===== src/rtl/core_pkg.sv =====
// Shared types and constants for the RV32IC core pipeline.
// Imported by the fetch stage and its next-PC selector.
package core_pkg;

  typedef enum logic {
    RUN  = 1'b0,
    HALT = 1'b1
  } fetch_state_e;

  typedef struct packed {
    logic        valid;
    logic        fault;
    logic [31:0] pc;
    logic [31:0] instr;
    logic        c;
  } if_id_t;

  localparam logic [31:0] ILEN_C = 32'd2;
  localparam logic [31:0] ILEN_I = 32'd4;

  function automatic logic [31:0] ilen(input logic c);
    return c ? ILEN_C : ILEN_I;
  endfunction

endpackage


===== src/rtl/next_pc_sel.sv =====
// Next-PC selection for fetch: redirect priority mux,
// sequential increment and fetch fault detection.
module next_pc_sel
  import core_pkg::*;
#(
  parameter int IMEM_BYTES = 64
) (
  input  logic [31:0] pc,
  input  logic        instr_c,
  input  logic        trap,
  input  logic [31:0] trap_vec,
  input  logic        mret,
  input  logic [31:0] mepc,
  input  logic        br_taken,
  input  logic [31:0] br_target,
  output logic        redir,
  output logic [31:0] redir_pc,
  output logic [31:0] seq_pc,
  output logic        fault
);

  localparam logic [32:0] LIMIT = 33'(IMEM_BYTES);

  logic [31:0] len;
  logic [32:0] end_addr;

  assign len      = ilen(instr_c);
  assign seq_pc   = pc + len;
  // Wide sum so an access that wraps past 2^32 still faults.
  assign end_addr = {1'b0, pc} + {1'b0, len};
  assign fault    = pc[0] | (end_addr > LIMIT);
  assign redir    = trap | mret | br_taken;

  always_comb begin
    redir_pc = br_target;
    if (trap) begin
      redir_pc = trap_vec;
    end else if (mret) begin
      redir_pc = mepc;
    end
  end

endmodule


===== src/rtl/fetch_stage.sv =====
// Instruction fetch stage: PC register, IF/ID pipeline register
// and the RUN/HALT fault state machine.
module fetch_stage
  import core_pkg::*;
#(
  parameter logic [31:0] RESET_PC   = 32'h0000_0000,
  parameter int          IMEM_BYTES = 64
) (
  input  logic        clk_i,
  input  logic        rst_i,
  output logic [31:0] imem_addr_o,
  input  logic [31:0] imem_instr_i,
  input  logic        instr_c_i,
  input  logic        stall_i,
  input  logic        br_taken_i,
  input  logic [31:0] br_target_i,
  input  logic        trap_i,
  input  logic [31:0] trap_vec_i,
  input  logic        mret_i,
  input  logic [31:0] mepc_i,
  output logic        if_valid_o,
  output logic [31:0] if_pc_o,
  output logic [31:0] if_instr_o,
  output logic        if_c_o,
  output logic        if_fault_o
);

  fetch_state_e state_q, state_d;
  logic [31:0]  pc_q, pc_d;
  if_id_t       ifid_q, ifid_d;

  logic        redir;
  logic [31:0] redir_pc;
  logic [31:0] seq_pc;
  logic        fault;

  next_pc_sel #(
    .IMEM_BYTES(IMEM_BYTES)
  ) u_sel (
    .pc       (pc_q),
    .instr_c  (instr_c_i),
    .trap     (trap_i),
    .trap_vec (trap_vec_i),
    .mret     (mret_i),
    .mepc     (mepc_i),
    .br_taken (br_taken_i),
    .br_target(br_target_i),
    .redir    (redir),
    .redir_pc (redir_pc),
    .seq_pc   (seq_pc),
    .fault    (fault)
  );

  always_ff @(posedge clk_i) begin
    if (rst_i) begin
      state_q <= RUN;
      pc_q    <= RESET_PC;
      ifid_q  <= '0;
    end else begin
      state_q <= state_d;
      pc_q    <= pc_d;
      ifid_q  <= ifid_d;
    end
  end

  always_comb begin
    state_d = state_q;
    pc_d    = pc_q;
    ifid_d  = ifid_q;
    if (redir) begin
      // Redirect beats stall and HALT; its target fetches next cycle.
      pc_d         = redir_pc;
      ifid_d.valid = 1'b0;
      state_d      = RUN;
    end else if (stall_i) begin
      state_d = state_q;
    end else if (state_q == HALT) begin
      ifid_d.valid = 1'b0;
    end else if (fault) begin
      ifid_d.valid = 1'b1;
      ifid_d.fault = 1'b1;
      ifid_d.pc    = pc_q;
      ifid_d.instr = '0;
      ifid_d.c     = 1'b0;
      state_d      = HALT;
    end else begin
      ifid_d.valid = 1'b1;
      ifid_d.fault = 1'b0;
      ifid_d.pc    = pc_q;
      ifid_d.instr = imem_instr_i;
      ifid_d.c     = instr_c_i;
      pc_d         = seq_pc;
    end
  end

  assign imem_addr_o = pc_q;
  assign if_valid_o  = ifid_q.valid;
  assign if_pc_o     = ifid_q.pc;
  assign if_instr_o  = ifid_q.instr;
  assign if_c_o      = ifid_q.c;
  assign if_fault_o  = ifid_q.fault;

endmodule


===== config.mk =====
export PLATFORM = sky130hd
export DESIGN_NAME = fetch_stage
export DESIGN_NICKNAME = d
export VERILOG_FILES = /design/src/rtl/core_pkg.sv /design/src/rtl/next_pc_sel.sv /design/src/rtl/fetch_stage.sv
export SDC_FILE = /design/constraint.sdc
export NUM_CORES = 1
export LEC_CHECK = 0
export CORE_AREA = 2 2 116 118
export DETAILED_ROUTE_END_ITERATION = 10
export DIE_AREA = 0 0 118 120
export GPL_ROUTABILITY_DRIVEN = 1
export PLACE_DENSITY = 0.81
export REMOVE_ABC_BUFFERS = 1
export SLEW_MARGIN = 20
export SYNTH_ARGS = -nofsm -noshare
export SYNTH_HDL_FRONTEND = slang
export SYNTH_SLANG_ARGS = --single-unit
export TNS_END_PERCENT = 30

===== constraint.sdc =====
create_clock -name clk_i -period 3.99 [get_ports clk_i]
set_input_delay 0.798 -clock clk_i [delete_from_list [all_inputs] [get_ports clk_i]]
set_output_delay 0.798 -clock clk_i [all_outputs]
set_load 0.05 [all_outputs]

==> results of run 1 <==
-- metrics by stage --
stage / hold WS (ns) / setup TNS [ns] / utilization / std cells / worst slack (ns)
floorplan: 0.490 / -7.45 / - / 601 / -0.239
global placement: 0.437 / -10.37 / 0.576 / 1031 / -0.348
detailed placement: 0.443 / -15.70 / 0.576 / 1031 / -0.486
CTS: 0.452 / -0.0130 / 0.602 / 1046 / -0.0130
global route: 0.463 / 0 / 0.607 / 1048 / 0.309
finish: 0.448 / 0 / 0.607 / 1048 / 0.396
-- routing by layer --
layer  track usage  routed length [microns]
met1         0.297                     7260
met2         0.379                     8180
met3        0.0509                     1140
met4        0.0798                      307
met5             0                        0
-- synthesized netlist by cell type, types with 2 or more instances --
cell type                   instances  area, sq um
sky130_fd_sc_hd__a22oi_1           16          120
sky130_fd_sc_hd__and2_1             3         18.8
sky130_fd_sc_hd__or2_2              2         12.5
sky130_fd_sc_hd__inv_1              7         26.3
sky130_fd_sc_hd__a21oi_2            5         43.8
sky130_fd_sc_hd__and3_1             8         50.1
sky130_fd_sc_hd__o31ai_1            2         15.0
sky130_fd_sc_hd__or3_1              5         31.3
sky130_fd_sc_hd__ha_1               2         25.0
sky130_fd_sc_hd__a31oi_1            7         43.8
sky130_fd_sc_hd__a211oi_1           6         45.0
sky130_fd_sc_hd__nand3_1           40          200
sky130_fd_sc_hd__a221oi_1          15          131
sky130_fd_sc_hd__nor2_1            76          285
sky130_fd_sc_hd__nor3b_1            3         22.5
sky130_fd_sc_hd__o21ai_0            7         35.0
sky130_fd_sc_hd__a311oi_1           3         26.3
sky130_fd_sc_hd__xor2_1             2         17.5
sky130_fd_sc_hd__or4_1              3         22.5
sky130_fd_sc_hd__nand2_1          113          424
sky130_fd_sc_hd__buf_1              6         22.5
sky130_fd_sc_hd__dfxtp_1          100         2000
sky130_fd_sc_hd__buf_2              5         25.0
sky130_fd_sc_hd__nor3_1            10         50.1
sky130_fd_sc_hd__buf_6              5         56.3
sky130_fd_sc_hd__a21oi_1           94          470
sky130_fd_sc_hd__xnor2_1            6         52.6
sky130_fd_sc_hd__nor2b_1            2         12.5
sky130_fd_sc_hd__o2111ai_1          2         17.5
sky130_fd_sc_hd__nand4_1           12         75.1
sky130_fd_sc_hd__o22ai_1            4         25.0
sky130_fd_sc_hd__nor4_1             4         25.0
sky130_fd_sc_hd__mux2i_1           13          130
sky130_fd_sc_hd__nand3_2            7         70.1
sky130_fd_sc_hd__clkbuf_1          48          180
-- logic make-up (layout without fill, tap and decap cells) --
logic type | Yosys count | after routing | share of synthesized area
flops | 100 | 100 | 0.398
fa+ha+maj | 3 | 3 | 0.00894
simple gates | 297 | 297 | 0.275
xor+xnor | 8 | 8 | 0.0139
compound gates | 172 | 172 | 0.212
buf+inv | 72 | 278 | 0.0646
mux | 14 | 14 | 0.0281
-- power by group --
group | internal, mW | leakage, nW | switching, mW | total, mW
registers | 1.03 | 0.814 | 0.0593 | 1.08
logic | 0.246 | 1.75 | 0.262 | 0.508
clock network | 0.535 | 0.147 | 0.381 | 0.916
-- repair_timing --
action	4_1_cts	5_1_grt
resized for setup	4	8
gates cloned	0	1
pin swaps	2	5
endpoints found under the setup margin	38	41
setup buffers	0	1
-- sequential cells by signal, summed over array words and instances, names as in the netlist --
| signal | count |
|---|---|
| imem_addr_o | 32 |
| if_instr_o | 32 |
| if_valid_o | 1 |
| if_c_o | 1 |
| if_pc_o | 32 |
| if_fault_o | 1 |
| state_q | 1 |
-- how the worst max path moves through the flow --
| stage | end | slack (ns) |
|---|---|---|
| floorplan | imem_addr_o[2] | -0.24 |
| global placement | imem_addr_o[3] | -0.35 |
| detailed placement | imem_addr_o[1] | -0.49 |
| CTS | imem_addr_o[1] | -0.01 |
| global route | imem_addr_o[1] | 0.31 |
| finish | imem_addr_o[1] | 0.40 |
-- final cells by class --
| class | instances | area (sq um) | share of cell area |
|---|---|---|---|
| flip-flops and latches | 100 | 2000 | 0.254 |
| inverters | 7 | 26.3 | 0.00333 |
| clock inverters | 3 | 45.0 | 0.00571 |
| multi-input cells | 494 | 2780 | 0.353 |
| well taps | 176 | 220 | 0.0279 |
| repair buffers | 256 | 2540 | 0.323 |
| clock buffers | 12 | 267 | 0.0338 |
-- critical path: cells and delay by family --
kind / cells / cell delay, ns
adders and majority gates: 2 / 0.72
AOI/OAI and AO/OA: 5 / 1.00
buffers and inverters: 3 / 0.37
and+or+nand+nor: 3 / 0.89
==> impl_summary.txt, run 1 <==
----------------------------------------------------
[Setup path]
  Start point of the critical path ... instr_c_i
  Worst Path Required ... between 4 and 5 ns
  Category of the most critical setup path ... in2reg
  Startpoint of the worst-slack reg-to-reg timing path ... imem_addr_o[1]
  Reg-to-reg critical path endpoint ... imem_addr_o[1]
  Maximum single-stage delay on the critical path ... 0.51 ns
  Category of the worst setup path capture point ... flip-flop
  Slack of the worst reg-to-reg path ... ~0.58 ns
  Critical Path AT ... 3.77 ns
  Slowest cell on crit path ... sky130_fd_sc_hd__fa_1
  R2R cell count ... 12
  Critical Path Start Type ... primary input
  Cells along the critical path ... dlymetal6s2s_1 > ha_2 > inv_1 > fa_1 > or3b_4 > o311a_1 > o21ai_1 > o2111ai_1 > nor4_2 > buf_4 > nand3_4 > o31ai_4 > a211oi_2
  Largest fanout of any net on the critical path ... 8

[Floorplan]
  Number of cell rows ... 42
  Area inside the core boundary ... about 0.013 sq mm
  Total Die Area ... roughly 0.014 sq mm
  Starting utilization of the core area ... 0.388
  Count of boundary I/O pins ... 234
  Die height ... approximately 120 microns
  Width of the die ... 118 microns

[Clock tree]
  CTS tree ... done
  H-tree depth ... 3
  CTS sink cnt ... 100
  TritonCTS Buffers ... 9
  Max Buffers Root-to-Sink ... 2
  Clock latency of the later-clocked register in the worst-skew pair ... 0.34 ns
  Quantity of hold-fixing buffers added after cts ... 0
  Cell at the root of the clock tree ... sky130_fd_sc_hd__clkbuf_16
  Clock edge transition at the registers on the reported setup and hold paths ... approximately 0.070 ns

[Timing]
  Number of max-slew violations in the final report ... 0
  Post-route fraction of the period consumed by the critical path ... 0.901
  Actual slew at the worst max-slew pin ... roughly 1.1 ns
  Worst max-slew margin expressed relative to the limit ... 0.271
  Achievable Freq ... ~280 MHz
  Unrepaired setup endpoints after global routing ... false
  Post-route minimum period ... roughly 3.6 ns
  Final hold violation count ... 0
  Number of endpoints failing setup at the final stage ... 0
  Setup Skew ... a little under 0.007 ns

[Detailed routing]
  DRC violation count after routing ... 0
  Via count ... ~5600
  Total iterations of the first detailed-routing run ... 5
  Drt via density ... about 5.4
  Iteration-0 DRC Markers ... 424
  Total Routed Length ... 16.9 mm
  Wire length per cell after detailed routing ... between 15 and 20 microns
  Number of routed nets with antenna violations ... 0

[Placement]
  Weighted congestion at the end of routability-driven global placement ... approximately 0.9
  Placed Instance Area ... ~0.0075 sq mm
  Post-DP HPWL ... approximately 12 mm
  Number of input and output port buffers inserted ... 233

[Global routing]
  Global-route wire length before repair ... 26.5 mm
  Number of global-route vias before repair ... approximately 5200
  Pin count of the biggest net entering global routing ... between 100 and 150
  Gr usage total ... 0.230
  Antenna violations before repair ... 0
  Overflow left after global routing ... 0

[Yosys]
  Fraction of registers with async set/reset ... 0
  Share of synthesized area occupied by flip-flops and latches ... 0.398
  Post-Syn Instances ... roughly 670
  Number of distinct standard cells referenced by the synthesized netlist ... 58
  Average instance area after synthesis ... between 7 and 8 sq um
  Number of storage elements in the synthesis netlist ... 100
  Synthesized cell area ... approximately 0.005 sq mm
  Number of synthesized flops with an enable pin ... 0
  Most used flip-flop cell after synthesis ... sky130_fd_sc_hd__dfxtp_1
  Synth warn ... 0

[Pwr]
  Leak Pwr ... between 2 and 3 nW
  Areal power density over the cells ... 318 mW/mm^2
  Power, Total ... 2.51 mW
  Peak VDD IR ... 0.000180 V

[Hold path]
  Hold Crit Start ... if_instr_o[10]
  Endpoint of the worst hold-timing path ... if_instr_o[10]
  Hold WC Path Type ... reg2reg
  Number of cells on the worst hold path ... 2

[Cells and area]
  Leading cell type in the layout, fill and taps excluded ... sky130_fd_sc_hd__clkdlybuf4s50_1
  Highest-count cells in the layout ignoring fill and taps ... sky130_fd_sc_hd__clkdlybuf4s50_1 (230), sky130_fd_sc_hd__nand2_1 (112), sky130_fd_sc_hd__dfxtp_1 (100), sky130_fd_sc_hd__a21oi_1 (94), sky130_fd_sc_hd__nor2_1 (75)
  Total number of nets in the final design ... a little over 1000
  Synthesis-to-layout area growth ... 56.5%
  Post-route cell area ... 0.00788 sq mm
  Share of layout cells above drive strength 1 ... 0.0791
  Filler instances ... approximately 1200
  N_diodes ... 0

[Outcome]
  Outcome ... finished, final reports clean

[Run]
  Max cap viols ... 0

----------------------------------------------------
(Power assumes the default switching activity.)
==> run 2: changes to the inputs <==
--- a/config.mk
+++ b/config.mk
@@ -5,11 +5,13 @@
 export SDC_FILE = /design/constraint.sdc
 export NUM_CORES = 1
 export LEC_CHECK = 0
-export CORE_AREA = 2 2 116 118
+export CELL_PAD_IN_SITES_DETAIL_PLACEMENT = 1
+export CELL_PAD_IN_SITES_GLOBAL_PLACEMENT = 2
+export CORE_AREA = 2 2 155 157
 export DETAILED_ROUTE_END_ITERATION = 10
-export DIE_AREA = 0 0 118 120
-export GPL_ROUTABILITY_DRIVEN = 1
-export PLACE_DENSITY = 0.81
+export DIE_AREA = 0 0 157 159
+export GPL_ROUTABILITY_DRIVEN = 0
+export PLACE_DENSITY = 0.84
 export REMOVE_ABC_BUFFERS = 1
 export SLEW_MARGIN = 20
 export SYNTH_ARGS = -nofsm -noshare
==> impl_summary.txt, run 2 (synthesis results as in run 1) <==
----------------------------------------------------
[Detailed routing]
  Drt via density ... 4.64 (-14%)
  Via count ... 5508 (-2.1%)
  Total Routed Length ... 20.0 mm (+19%)
  Wire length per cell after detailed routing ... 16.9 microns (+4.9%)
  Total iterations of the first detailed-routing run ... 4 (-1)
  Number of routed nets with antenna violations ... 0 (unchanged)
  DRC violation count after routing ... 0 (unchanged)
  Iteration-0 DRC Markers ... 181 (-57%)

[Floorplan]
  Starting utilization of the core area ... 0.217 (-0.171)
  Width of the die ... 157 microns (+33%)
  Total Die Area ... 0.0250 sq mm (+76%)
  Area inside the core boundary ... 0.0232 sq mm (+79%)
  Count of boundary I/O pins ... 234 (unchanged)
  Die height ... 159 microns (+33%)
  Number of cell rows ... 56 (+33%)

[Cells and area]
  Share of layout cells above drive strength 1 ... 0.0750 (-0.00416)
  Highest-count cells in the layout ignoring fill and taps ... sky130_fd_sc_hd__clkdlybuf4s50_1 (230), sky130_fd_sc_hd__nand2_1 (112), sky130_fd_sc_hd__dfxtp_1 (100), sky130_fd_sc_hd__a21oi_1 (94), sky130_fd_sc_hd__nor2_1 (75)
  Final core utilization ... 0.343 (-0.264)
  Total number of nets in the final design ... 1003 (-0.30%)
  Synthesis-to-layout area growth ... 58.1%
  Number of non-filler instances in the completed layout ... 1186 (+13%)
  Leading cell type in the layout, fill and taps excluded ... sky130_fd_sc_hd__clkdlybuf4s50_1
  N_diodes ... 0 (unchanged)
  Filler instances ... 2756 (+140%)

[Global routing]
  Number of global-route vias before repair ... 5637 (+8.7%)
  Pin count of the biggest net entering global routing ... 68 (-34%)
  Global-route wire length before repair ... 31.6 mm (+19%)
  Gr usage total ... 0.160 (-0.0699)
  Antenna violations before repair ... 0 (unchanged)
  Overflow left after global routing ... 0 (unchanged)

[Placement]
  Post-DP HPWL ... 14.8 mm (+24%)
  Cell count after placement ... 1172 (+14%)
  Number of input and output port buffers inserted ... 233 (unchanged)

[Clock tree]
  Max Buffers Root-to-Sink ... 2 (unchanged)
  TritonCTS Buffers ... 9 (unchanged)
  Cell at the root of the clock tree ... sky130_fd_sc_hd__clkbuf_16
  H-tree depth ... 3 (unchanged)
  CTS tree ... done
  CTS sink cnt ... 100 (unchanged)
  Clock edge transition at the registers on the reported setup and hold paths ... 0.07 ns (about the same)
  Clock latency of the later-clocked register in the worst-skew pair ... 0.35 ns (about the same)
  Quantity of hold-fixing buffers added after cts ... 0 (unchanged)

[Run]
  Max cap viols ... 0 (unchanged)

[Setup path]
  Slack of the worst reg-to-reg path ... 0.72 ns (+0.14 ns)
  Worst Path Required ... 4.26 ns (+0.09 ns)
  Reg-to-reg critical path endpoint ... if_instr_o[31]
  R2R cell count ... 12 (unchanged)
  Category of the worst setup path capture point ... flip-flop
  Critical Path AT ... 4.05 ns (+0.28 ns)
  Largest fanout of any net on the critical path ... 24 (+16)
  Startpoint of the worst-slack reg-to-reg timing path ... imem_addr_o[1]
  Critical Path Start Type ... primary input
  Category of the most critical setup path ... in2reg

[Timing]
  Number of max-slew violations in the final report ... 0 (unchanged)
  Final hold violation count ... 0 (unchanged)
  Number of endpoints failing setup at the final stage ... 0 (unchanged)
  Hold slack ... 0.452 ns (+0.00352 ns)
  Post-route fraction of the period consumed by the critical path ... 0.945 (+0.0442)
  Unrepaired setup endpoints after global routing ... false
  Setup Skew ... 0.0115 ns (+0.00454 ns)
  Actual slew at the worst max-slew pin ... 0.693 ns (-0.400 ns)
  Post-route minimum period ... 3.77 ns (+0.176 ns)
  Worst max-slew margin expressed relative to the limit ... 0.538 (+0.267)
  Achievable Freq ... 265 MHz (-4.7%)

[Pwr]
  Power share of the sequential group ... 0.452 (+0.020)
  Leak Pwr ... 2.66 nW (-1.8%)
  Peak VDD IR ... 0.000138 V (-23%)
  Share of power burned in combinational logic ... 0.211 (+0.008)
  Net switching power of the design ... 729 uW (+3.8%)
  Areal power density over the cells ... 303 mW/mm^2 (-4.8%)
  Clock power share ... 0.336 (-0.029)
  Switching part of the total ... 0.302 (+0.0221)
  Internal portion of total power ... 1.68 mW (-6.7%)

[Hold path]
  Hold WC Path Type ... reg2reg
  Endpoint of the worst hold-timing path ... if_instr_o[23]
  Number of cells on the worst hold path ... 2 (unchanged)
  Hold Crit Start ... if_instr_o[23]

[Outcome]
  Outcome ... finished, final reports clean

----------------------------------------------------
-- run 2: worst max-delay path, stage by stage --
cell and delay (ns):
sky130_fd_sc_hd__clkdlybuf4s50_1 0.48, sky130_fd_sc_hd__ha_1 0.16, sky130_fd_sc_hd__inv_1 0.05, sky130_fd_sc_hd__fa_1 0.50, sky130_fd_sc_hd__or3b_4 0.40, sky130_fd_sc_hd__o311a_1 0.31, sky130_fd_sc_hd__o21ai_2 0.14, sky130_fd_sc_hd__o2111ai_2 0.14
sky130_fd_sc_hd__nor4_4 0.34, sky130_fd_sc_hd__and3_4 0.26, sky130_fd_sc_hd__buf_12 0.17, sky130_fd_sc_hd__nand3_1 0.10, sky130_fd_sc_hd__a21oi_1 0.17
-- run 2: through the flow --
stage	setup slack, ns	setup TNS (ns)	area (sq um)	total power, mW
after CTS	0.0167	0	7930	2.45
after detailed placement	-0.434	-15.07	7650	1.62
after global placement	-0.287	-10.18	7650	1.62
after floorplan	-0.239	-7.45	4740	1.31
final	0.220	0	7960	2.41
after global routing	0.0387	0	7960	2.53
-- run 2: layer usage --
layer  routed length (microns)  track usage  up-vias
met3                      1060       0.0373       15
li1                          -            -     2742
met4                       223       0.0392        0
met5                         0            0        -
met2                      9380        0.262      147
met1                      9370        0.213     2604
-- run 2: timing repair --
| item | 4_1_cts | 5_1_grt |
|---|---|---|
| buffers inserted | 1 | 0 |
| resized for setup | 2 | 7 |
| pin swaps | 1 | 7 |
| endpoints found under the setup margin | 33 | 39 |
-- run 2: power groups by stage --
stage	Sequential [mW]	Clock, mW	Combinational, mW
2_1_floorplan	1.18	0	0.135
4_1_cts	1.09	0.847	0.508
3_5_place_dp	1.11	0	0.504
6_report	1.09	0.812	0.510
3_3_place_gp	1.11	0	0.501
5_1_grt	1.10	0.880	0.551
-- run 2: cell type report --
cell class,instances,area [sq um],share of cell area
inverters,7,26.3,0.00330
clock inverters,4,28.8,0.00361
flip-flops and latches,100,2000,0.251
clock buffers,9,225,0.0283
well taps,319,399,0.0501
repair buffers,253,2510,0.315
multi-input cells,494,2770,0.348
-- run 2: worst max path at each step --
stage	startpoint	end	slack, ns	cells after the start
after CTS	instr_c_i	if_instr_o[18]	0.02	13
after global placement	instr_c_i	if_instr_o[1]	-0.29	13
after detailed placement	instr_c_i	if_instr_o[18]	-0.43	13
after floorplan	instr_c_i	imem_addr_o[2]	-0.24	11
after global routing	instr_c_i	imem_addr_o[4]	0.04	14
final	instr_c_i	if_instr_o[31]	0.22	13
==> run 3: changes to the inputs <==
--- a/config.mk
+++ b/config.mk
@@ -12,6 +12,7 @@
 export DIE_AREA = 0 0 157 159
 export GPL_ROUTABILITY_DRIVEN = 0
 export PLACE_DENSITY = 0.84
+export RECOVER_POWER = 50
 export REMOVE_ABC_BUFFERS = 1
 export SLEW_MARGIN = 20
 export SYNTH_ARGS = -nofsm -noshare
==> impl_summary.txt, run 3 (synthesis results as in run 1) <==
----------------------------------------------------
[Outcome]
  Outcome ... finished, final reports clean

[Pwr]
  Areal power density over the cells ... 302 mW/mm^2 (-0.19%)
  Switching part of the total ... 0.302 (about the same)
  Internal portion of total power ... 1.68 mW (-0.30%)
  Leak Pwr ... 2.92 nW (+9.7%)
  Share of power burned in combinational logic ... 0.210 (about the same)
  Peak VDD IR ... 0.000138 V (about the same)
  Net switching power of the design ... 728 uW (-0.22%)
  Clock power share ... 0.337 (about the same)
  Power share of the sequential group ... 0.453 (about the same)

[Global routing]
  Gr usage total ... 0.160 (unchanged)
  Pin count of the biggest net entering global routing ... 68 (unchanged)
  Global-route wire length before repair ... 31.6 mm (unchanged)
  Number of global-route vias before repair ... 5637 (unchanged)
  Antenna violations before repair ... 0 (unchanged)
  Overflow left after global routing ... 0 (unchanged)

[Timing]
  Unrepaired setup endpoints after global routing ... false
  Post-route minimum period ... 3.77 ns (+0.00116 ns)
  Worst max-slew margin expressed relative to the limit ... 0.514 (-0.0237)
  Achievable Freq ... 265 MHz (about the same)
  Number of endpoints failing setup at the final stage ... 0 (unchanged)
  Final hold violation count ... 0 (unchanged)
  Actual slew at the worst max-slew pin ... 0.727 ns (+0.0341 ns)
  Setup Skew ... 0.0112 ns (-0.000352 ns)
  Post-route fraction of the period consumed by the critical path ... 0.945 (about the same)
  Number of max-slew violations in the final report ... 0 (unchanged)

[Floorplan]
  Starting utilization of the core area ... 0.217 (unchanged)
  Area inside the core boundary ... 0.0232 sq mm (unchanged)
  Total Die Area ... 0.0250 sq mm (unchanged)
  Number of cell rows ... 56 (unchanged)
  Width of the die ... 157 microns (unchanged)
  Die height ... 159 microns (unchanged)
  Count of boundary I/O pins ... 234 (unchanged)

[Hold path]
  Hold WC Path Type ... reg2reg

[Setup path]
  Largest fanout of any net on the critical path ... 24 (unchanged)
  Critical Path AT ... 4.05 ns (about the same)
  Critical Path Start Type ... primary input
  Cells along the critical path ... clkdlybuf4s50_1 > ha_1 > inv_1 > fa_1 > or3b_4 > o311a_1 > o21ai_2 > o2111ai_2 > nor4_4 > and3_4 > buf_12 > nand3_1 > a21oi_1
  Slowest cell on crit path ... sky130_fd_sc_hd__fa_1
  Maximum single-stage delay on the critical path ... 0.50 ns (about the same)
  Category of the worst setup path capture point ... flip-flop
  Worst Path Required ... 4.27 ns (about the same)
  Category of the most critical setup path ... in2reg

[Detailed routing]
  Iteration-0 DRC Markers ... 169 (-6.6%)
  Number of routed nets with antenna violations ... 0 (unchanged)
  Drt via density ... 4.64 (-0.16%)
  DRC violation count after routing ... 0 (unchanged)
  Wire length per cell after detailed routing ... 16.9 microns (-0.14%)
  Via count ... 5499 (-0.16%)
  Total iterations of the first detailed-routing run ... 4 (unchanged)
  Total Routed Length ... 20.0 mm (-0.14%)

[Cells and area]
  Synthesis-to-layout area growth ... 58.0% (about the same)
  Post-route cell area ... 0.00796 sq mm (about the same)
  Share of layout cells above drive strength 1 ... 0.0727 (-0.00231)
  N_diodes ... 0 (unchanged)
  Leading cell type in the layout, fill and taps excluded ... sky130_fd_sc_hd__clkdlybuf4s50_1
  Total number of nets in the final design ... 1003 (unchanged)
  Number of non-filler instances in the completed layout ... 1186 (unchanged)
  Highest-count cells in the layout ignoring fill and taps ... sky130_fd_sc_hd__clkdlybuf4s50_1 (151), sky130_fd_sc_hd__nand2_1 (112), sky130_fd_sc_hd__dfxtp_1 (100), sky130_fd_sc_hd__a21oi_1 (94), sky130_fd_sc_hd__dlygate4sd3_1 (79)

[Clock tree]
  CTS tree ... done
  Clock latency of the later-clocked register in the worst-skew pair ... 0.35 ns (about the same)
  TritonCTS Buffers ... 9 (unchanged)
  H-tree depth ... 3 (unchanged)
  Clock edge transition at the registers on the reported setup and hold paths ... 0.07 ns (about the same)
  Cell at the root of the clock tree ... sky130_fd_sc_hd__clkbuf_16
  Max Buffers Root-to-Sink ... 2 (unchanged)
  CTS sink cnt ... 100 (unchanged)

[Placement]
  Placed Instance Area ... 0.00765 sq mm (unchanged)
  Cell count after placement ... 1172 (unchanged)
  Number of input and output port buffers inserted ... 233 (unchanged)
  Post-DP HPWL ... 14.8 mm (unchanged)

[Run]
  Max cap viols ... 0 (unchanged)

----------------------------------------------------
-- run 3: stage by stage --
step / setup TNS, ns / utilization / hold slack (ns) / worst slack (ns) / power [mW]
5_1_grt: 0 / 0.343 / 0.466 / 0.0387 / 2.52
3_5_place_dp: -15.07 / 0.330 / 0.446 / -0.434 / 1.62
2_1_floorplan: -7.45 / - / 0.490 / -0.239 / 1.31
6_report: 0 / 0.343 / 0.449 / 0.219 / 2.41
3_3_place_gp: -10.18 / 0.330 / 0.439 / -0.287 / 1.62
4_1_cts: 0 / 0.342 / 0.456 / 0.0167 / 2.45
-- run 3: worst max-delay path: cells and delay by family --
kind	cells	cell delay, ns
AO/OA/AOI/OAI	4	0.76
adder cells (fa/ha/maj)	2	0.66
buffers and inverters	3	0.71
AND/OR/NAND/NOR	4	1.10
-- run 3: routing by layer --
metal,vias up,track usage,part of all wire
met2,145,0.262,0.47
met3,16,0.0373,0.052
met4,0,0.0392,0.011
met1,2596,0.213,0.47
li1,2742,-,-
met5,-,0,0
-- run 3: power by group through the flow --
stage,Clock [mW],Sequential [mW],Combinational [mW]
3_3_place_gp,0,1.11,0.501
5_1_grt,0.880,1.10,0.546
6_report,0.811,1.09,0.505
2_1_floorplan,0,1.18,0.135
3_5_place_dp,0,1.11,0.504
4_1_cts,0.847,1.09,0.508
-- run 3: worst paths after layout --
path                                startpoint             end  slack [ns]  depth (start not counted)
worst max register to register  imem_addr_o[1]  if_instr_o[31]        0.73                         12
worst min register to register  if_instr_o[23]  if_instr_o[23]        0.45                          2
worst max-delay path                 instr_c_i  if_instr_o[31]        0.22                         13
worst min-delay path            if_instr_o[23]  if_instr_o[23]        0.45                          2
-- run 3: repair_timing --
action                     in CTS  in global routing
resized for setup               2                  7
setup endpoints to repair      33                 39
buffers inserted                1                  0
hold buffers                    0                  0
gates cloned                    0                  0
pin swaps                       1                  7
-- run 3: layout make-up --
class                   instances  area (sq um)
flip-flops and latches        100          2000
clock buffers                   9           225
clock inverters                 4          28.8
multi-input cells             494          2770
fillers                      2757         15200
repair buffers                253          2500
well taps                     319           399
inverters                       7          26.3
